**src/rtl/cabin_pkg.sv**
```systemverilog
// Shared types, phase constants and small decode helpers for the multi-zone cabin controller.
package cabin_pkg;

  typedef enum logic [3:0] {
    ST_GROUND    = 4'd0,
    ST_TAXI      = 4'd1,
    ST_TAKEOFF   = 4'd2,
    ST_CLIMB     = 4'd3,
    ST_CRUISE    = 4'd4,
    ST_DESCENT   = 4'd5,
    ST_LANDING   = 4'd6,
    ST_EMERGENCY = 4'd8,
    ST_MAINT     = 4'd9
  } cabin_state_t;

  typedef enum logic [1:0] {
    LM_OFF    = 2'b00,
    LM_DIM    = 2'b01,
    LM_BRIGHT = 2'b10,
    LM_EMERG  = 2'b11
  } light_mode_t;

  localparam logic [2:0] PH_GROUND  = 3'd0;
  localparam logic [2:0] PH_TAXI    = 3'd1;
  localparam logic [2:0] PH_TAKEOFF = 3'd2;
  localparam logic [2:0] PH_CLIMB   = 3'd3;
  localparam logic [2:0] PH_CRUISE  = 3'd4;
  localparam logic [2:0] PH_DESCENT = 3'd5;
  localparam logic [2:0] PH_LANDING = 3'd6;
  localparam logic [2:0] PH_INVALID = 3'd7;

  function automatic cabin_state_t phase_to_state(input logic [2:0] ph);
    case (ph)
      PH_GROUND:  return ST_GROUND;
      PH_TAXI:    return ST_TAXI;
      PH_TAKEOFF: return ST_TAKEOFF;
      PH_CLIMB:   return ST_CLIMB;
      PH_CRUISE:  return ST_CRUISE;
      PH_DESCENT: return ST_DESCENT;
      PH_LANDING: return ST_LANDING;
      default:    return ST_GROUND;
    endcase
  endfunction

  function automatic light_mode_t next_light(input light_mode_t m);
    case (m)
      LM_OFF:  return LM_DIM;
      LM_DIM:  return LM_BRIGHT;
      default: return LM_OFF;
    endcase
  endfunction

  function automatic logic belt_for(input cabin_state_t s);
    case (s)
      ST_TAXI, ST_TAKEOFF, ST_CLIMB, ST_DESCENT, ST_LANDING, ST_EMERGENCY: return 1'b1;
      default: return 1'b0;
    endcase
  endfunction

  function automatic logic lock_for(input cabin_state_t s);
    case (s)
      ST_TAKEOFF, ST_LANDING, ST_EMERGENCY, ST_MAINT: return 1'b1;
      default: return 1'b0;
    endcase
  endfunction

endpackage

```
**src/rtl/cabin_phase_filter.sv**
```systemverilog
// Flight-phase debouncer: adopts a raw phase once it has repeated for STABLE_CYCLES
// consecutive cycles; phase 7 is never adopted. commit pulses for one cycle after adoption.
module cabin_phase_filter
  import cabin_pkg::*;
#(
  parameter int STABLE_CYCLES = 16
) (
  input  logic       clk,
  input  logic       reset,
  input  logic [2:0] flight_phase,
  output logic [2:0] phase_stable,
  output logic       commit
);

  localparam int CW = $clog2(STABLE_CYCLES + 1);
  localparam logic [CW-1:0] CNT_MAX = CW'(STABLE_CYCLES);

  logic [2:0]    prev_r;
  logic [CW-1:0] cnt_r;
  logic [CW-1:0] cnt_next_s;
  logic          same_s;
  logic          adopt_s;

  // Repeat counter, saturating at STABLE_CYCLES and restarting on change or on the invalid code.
  always_comb begin
    same_s = (flight_phase == prev_r) && (flight_phase != PH_INVALID);
    if (!same_s) begin
      cnt_next_s = {CW{1'b0}};
    end else if (cnt_r == CNT_MAX) begin
      cnt_next_s = cnt_r;
    end else begin
      cnt_next_s = cnt_r + CW'(1);
    end
    adopt_s = same_s && (cnt_next_s == CNT_MAX) && (flight_phase != phase_stable);
  end

  // Debounce registers and adopted phase.
  always_ff @(posedge clk) begin
    if (reset) begin
      prev_r       <= 3'd0;
      cnt_r        <= {CW{1'b0}};
      phase_stable <= 3'd0;
      commit       <= 1'b0;
    end else begin
      prev_r <= flight_phase;
      cnt_r  <= cnt_next_s;
      commit <= adopt_s;
      if (adopt_s) begin
        phase_stable <= flight_phase;
      end else begin
        phase_stable <= phase_stable;
      end
    end
  end

endmodule

```
**src/rtl/cabin_zone_controller.sv**
```systemverilog
// Multi-zone cabin controller: phase-following state machine, per-zone lighting with hold-off,
// and sticky per-zone fault latching. Optional CABIN_FAULT_MASK_EN adds a per-zone fault_mask input.
module cabin_zone_controller
  import cabin_pkg::*;
#(
  parameter int NUM_ZONES     = 4,
  parameter int STABLE_CYCLES = 16,
  parameter int LIGHT_HOLDOFF = 50
) (
  input  logic                   clk,
  input  logic                   reset,
  input  logic [2:0]             flight_phase,
  input  logic                   maintenance_mode,
  input  logic [NUM_ZONES-1:0]   light_cmd,
  input  logic [NUM_ZONES-1:0]   fault_in,
  input  logic                   fault_ack,
`ifdef CABIN_FAULT_MASK_EN
  input  logic [NUM_ZONES-1:0]   fault_mask,
`endif
  output logic                   seatbelt_on,
  output logic                   system_locked,
  output logic [2*NUM_ZONES-1:0] lighting_mode,
  output logic                   fault_alert,
  output logic [NUM_ZONES-1:0]   fault_zone,
  output logic [2:0]             phase_stable,
  output logic [3:0]             state_debug
);

  localparam int HW = (LIGHT_HOLDOFF > 0) ? $clog2(LIGHT_HOLDOFF + 1) : 1;
  localparam logic [HW-1:0] HOLD_LOAD = HW'(LIGHT_HOLDOFF);

  cabin_state_t           state_r;
  cabin_state_t           next_state_s;
  logic [HW-1:0]          holdoff_r [NUM_ZONES];
  logic [NUM_ZONES-1:0]   armed_s;
  logic                   commit_s;
  logic                   fault_hit_s;
  logic                   fault_clear_s;
  logic                   freeze_s;
  logic                   force_dim_s;
  logic                   accept_ok_s;

  cabin_phase_filter #(
    .STABLE_CYCLES(STABLE_CYCLES)
  ) u_phase_filter (
    .clk         (clk),
    .reset       (reset),
    .flight_phase(flight_phase),
    .phase_stable(phase_stable),
    .commit      (commit_s)
  );

`ifdef CABIN_FAULT_MASK_EN
  assign armed_s = ~fault_mask;
`else
  assign armed_s = {NUM_ZONES{1'b1}};
`endif

  // Next state by priority fault > held emergency > maintenance > phase follow.
  always_comb begin
    fault_hit_s   = |(fault_in & armed_s);
    fault_clear_s = 1'b0;
    freeze_s      = 1'b0;
    force_dim_s   = 1'b0;
    if (fault_hit_s) begin
      next_state_s = ST_EMERGENCY;
    end else if (state_r == ST_EMERGENCY) begin
      if (fault_ack) begin
        fault_clear_s = 1'b1;
        next_state_s  = phase_to_state(phase_stable);
      end else begin
        next_state_s  = ST_EMERGENCY;
      end
    end else if (maintenance_mode) begin
      next_state_s = ST_MAINT;
      freeze_s     = 1'b1;
    end else begin
      next_state_s = phase_to_state(phase_stable);
      // The strobe marks the edge where the state moves to a freshly adopted phase.
      force_dim_s  = commit_s && (state_r != ST_MAINT) &&
                     ((next_state_s == ST_TAKEOFF) || (next_state_s == ST_LANDING));
    end
    accept_ok_s = !fault_hit_s && !maintenance_mode && !force_dim_s &&
                  ((state_r == ST_GROUND) || (state_r == ST_CRUISE));
  end

  // State, status outputs, fault latch, per-zone lighting and hold-off counters.
  always_ff @(posedge clk) begin
    if (reset) begin
      state_r       <= ST_GROUND;
      state_debug   <= 4'd0;
      seatbelt_on   <= 1'b0;
      system_locked <= 1'b0;
      fault_alert   <= 1'b0;
      fault_zone    <= {NUM_ZONES{1'b0}};
      lighting_mode <= {(2*NUM_ZONES){1'b0}};
      for (int z = 0; z < NUM_ZONES; z++) begin
        holdoff_r[z] <= {HW{1'b0}};
      end
    end else begin
      state_r       <= next_state_s;
      state_debug   <= next_state_s;
      seatbelt_on   <= belt_for(next_state_s);
      system_locked <= lock_for(next_state_s);
      fault_alert   <= (next_state_s == ST_EMERGENCY);

      if (fault_hit_s) begin
        fault_zone <= fault_zone | (fault_in & armed_s);
      end else if (fault_clear_s) begin
        fault_zone <= {NUM_ZONES{1'b0}};
      end else begin
        fault_zone <= fault_zone;
      end

      for (int z = 0; z < NUM_ZONES; z++) begin
        if (fault_hit_s) begin
          lighting_mode[2*z +: 2] <= LM_EMERG;
        end else if (fault_clear_s || force_dim_s) begin
          lighting_mode[2*z +: 2] <= LM_DIM;
        end else if (light_cmd[z] && accept_ok_s && (holdoff_r[z] == {HW{1'b0}})) begin
          lighting_mode[2*z +: 2] <= next_light(light_mode_t'(lighting_mode[2*z +: 2]));
        end else begin
          lighting_mode[2*z +: 2] <= lighting_mode[2*z +: 2];
        end

        if (light_cmd[z] && accept_ok_s && (holdoff_r[z] == {HW{1'b0}})) begin
          holdoff_r[z] <= HOLD_LOAD;
        end else if (freeze_s || (holdoff_r[z] == {HW{1'b0}})) begin
          holdoff_r[z] <= holdoff_r[z];
        end else begin
          holdoff_r[z] <= holdoff_r[z] - HW'(1);
        end
      end
    end
  end

endmodule

```
**config.mk**
```make
export PLATFORM = sky130hd
export DESIGN_NAME = cabin_zone_controller
export DESIGN_NICKNAME = d
export VERILOG_FILES = /design/src/rtl/cabin_pkg.sv /design/src/rtl/cabin_phase_filter.sv /design/src/rtl/cabin_zone_controller.sv
export SDC_FILE = /design/constraint.sdc
export NUM_CORES = 1
export LEC_CHECK = 0
export ABC_AREA = 1
export CORE_AREA = 4 4 80 82
export DETAILED_ROUTE_END_ITERATION = 8
export DIE_AREA = 0 0 84 86
export PLACE_DENSITY = 0.74
export SYNTH_ARGS = -nofsm -noshare
export SYNTH_HDL_FRONTEND = slang
export SYNTH_SLANG_ARGS = --single-unit
```
**constraint.sdc**
```tcl
create_clock -name clk -period 2.3 [get_ports clk]
set_input_delay 0.23 -clock clk [delete_from_list [all_inputs] [get_ports clk]]
set_output_delay 0.23 -clock clk [all_outputs]
set_load 0.01 [all_outputs]
```
==> results_dict.tcl <==
set metrics [dict create \
    status "finished, final reports clean" \
    fin_skew_ps 14.5 \
    synth_seq_area_share_pct 43.9 \
    drt_first_pass_iters 4 \
    path_cells "inv_1 > ha_1 > nand2_1 > nor2_1 > nand2_1 > nor2_2 > nand3_1 > nand3_1" \
    rows 28 \
    synth-seq-cells 55 \
    die_h_um 86 \
    dp_cells 480 \
    dieArea_mm2 0.00722 \
    startpoint_type "register" \
    fin_nets 436 \
    netlist.area_leader.share_pct 23.6 \
    synth_cells 371 \
    drv_slew 0 \
    regArea_mm2 0.00134 \
    r2r_start "holdoff_r[3][0]$_SDFFCE_PN0P_" \
    synth_flop_cell "dfxtp_1" \
    vias_per_cell 5.04 \
    cp.arrival_ps 1900 \
    clkSinkCount 55 \
    io_pins 37 \
    cts_hold_buf 0 \
    gp_congestion 0.772 \
    rsz0062_at_grt "false" \
    fillerInstances 519 \
    setup_violations 0 \
    ir_drop_uv 521 \
    grt_max_degree 27 \
    first_iter_violations 95 \
    drive_above_1_share_pct 16.0 \
    multi_input_area_mm2 0.00147 \
    clk_path_buf_depth 2 \
    timing.setup.tns_ps 0 \
    ys_async_sr_fraction_pct 0 \
    worst_pin_slew_ps 475 \
    port_buffers 36 \
    antenna_found_initial 0 \
    synth_area_mm2 0.00306 \
    worstPathMaxFanout 6 \
    p_per_area_mw_per_mm2 812 \
    grt-ovfl-total 0 \
    power_uw 2940 \
    power.leakage_uw 0.00164 \
    grt_pass1_wl_um 10600 \
    synthTopCellsByArea "edfxtp_1 24%, dfxtp_1 20%, nor2_1 7.7%, nand2_1 6.6%, inv_1 5.4%" \
    ys_warn_count 0 \
    synth.distinct_cells 38 \
    cts_setup_buffers 0 \
    ant_nets 0 \
    clk_pin_slew_ps 90 \
    area_growth_pct 18.3 \
    diodes 0 \
    cts_resized 0 \
    routedWlPerCell_um 11.9 \
    period_share_pct 83.6 \
    min-delay-start "fault_zone[2]$_SDFFE_PP0P_" \
    grt_pass1_vias 2497 \
    synth_area_per_cell_um2 8.24 \
    cp-startpoint "holdoff_r[3][0]$_SDFFCE_PN0P_" \
    wl_um 5820 \
    max_slew_margin_pct 68.1 \
    worstPathRequired_ps 2280 \
    cpMaxStageDelayCell "edfxtp_1" \
    hold_violations 0 \
    cts-buffers-inserted 5 \
    max_cap_violations 0 \
    clock_latency_ps 310 \
    worstHoldPathType "register to register" \
    core_area_mm2 0.00575 \
    grtUsageTotal_pct 17.8 \
    fin_crit_ps 1920 \
    cts_root_buf "clkbuf_8" \
    synth_edf_count 24 \
    num_vias 2458 \
    yosysTopAreaCell "edfxtp_1" \
    tritoncts "done" \
    initial_core_util_pct 53.2 \
    layout.cells.non_filler 488 \
    max_stage_delay_ps 390 \
    drc 0 \
    synth.net_count 395 \
    fmax_ghz 0.520 \
    h-tree-depth 2 \
    dp_hpwl_um 4540 \
    die_w_um 84 \
    path_class "register to register" \
    cp-end-kind "register" \
]
==> power breakdown <==
group          leakage, µW  switching (µW)  internal [µW]
registers         0.000527             120           1290
logic              0.00105             533            379
clock network    0.0000556             298            319
==> path summary, 6_finish.rpt <==
kind,end,slack [ps],cells after the start
worst min register to register,fault_zone[2]$_SDFFE_PP0P_,490,2
worst max-delay path,holdoff_r[3][1]$_DFFE_PP_,380,8
worst max register to register,holdoff_r[3][1]$_DFFE_PP_,380,8
worst min-delay path,fault_zone[2]$_SDFFE_PP0P_,490,2
==> synth_stat cells, types with 8 or more instances <==
cell      number
inv_1         44
edfxtp_1      24
nand3_2        9
or2_2          9
a21oi_1       20
dfxtp_1       31
ha_1           9
nand4_1        8
nand3_1       32
inv_2         10
nand2_1       54
nor2_1        63
==> cell type report <==
class | instances | share of cell area (%)
Sequential cell | 55 | 37.1
Tap cell | 75 | 2.59
Clock inverter | 3 | 1.07
Multi-Input combinational cell | 254 | 40.7
Timing Repair Buffer | 38 | 10.4
Clock buffer | 5 | 1.90
Inverter | 58 | 6.26
==> flip-flops by register name, summed over array words and instances, names as in the netlist <==
signal and cells:
fault_alert 1, fault_zone 4, holdoff_r 24, lighting_mode 8, seatbelt_on 1, state_r 4, system_locked 1, u_phase_filter.cnt_r 5
u_phase_filter.commit 1, u_phase_filter.phase_stable 3, u_phase_filter.prev_r 3
==> cells in the final DEF, fill, tap and decap left out, drive strengths merged, types with 2 or more instances in the layout <==
cell and count:
clkdlybuf4s50 36, xor2 5, nand2 64, dfxtp 31, xnor2 8, inv 55, nor2 73, or2 10
a21oi 22, clkinv 5, ha 9, o21ai 4, nor3 4, clkbuf 5, nand4 10, buf 2
nand3 42, edfxtp 24
==> critical path: cells and delay by family, from the launching register on <==
kind,cells,cell delay (ps)
buffers and inverters,1,90
flip-flops,1,390
AND/OR/NAND/NOR,6,970
adder cells (fa/ha/maj),1,160
==> metrics by stage <==
step	setup WS [ps]	cell area (µm²)	hold WS, ps	util (%)
finish	377	3620	489	63.0
global route	208	3620	537	63.0
CTS	371	3620	496	63.0
detailed placement	275	3510	478	61.1
global placement	361	3510	467	61.1
floorplan	641	3060	348	-
==> layer usage <==
| metal | global-route usage (%) | vias up | wire length [µm] | share of wire (%) |
|---|---|---|---|---|
| li1 | - | 1273 | - | - |
| met1 | 20.7 | 1128 | 2580 | 44 |
| met2 | 32.2 | 47 | 2920 | 50 |
| met3 | 3.27 | 10 | 235 | 4.0 |
| met4 | 7.60 | 0 | 85 | 1.5 |
| met5 | 0 | - | 0 | 0 |
==> cells by family after synthesis <==
logic type	after synthesis	synth area share (%)
buffers and inverters	62	7.94
XOR/XNOR	13	3.97
AO/OA/AOI/OAI	29	5.20
adder cells (fa/ha/maj)	9	3.68
AND/OR/NAND/NOR	203	35.3
flip-flops	55	43.9
(Power assumes the default switching activity.)
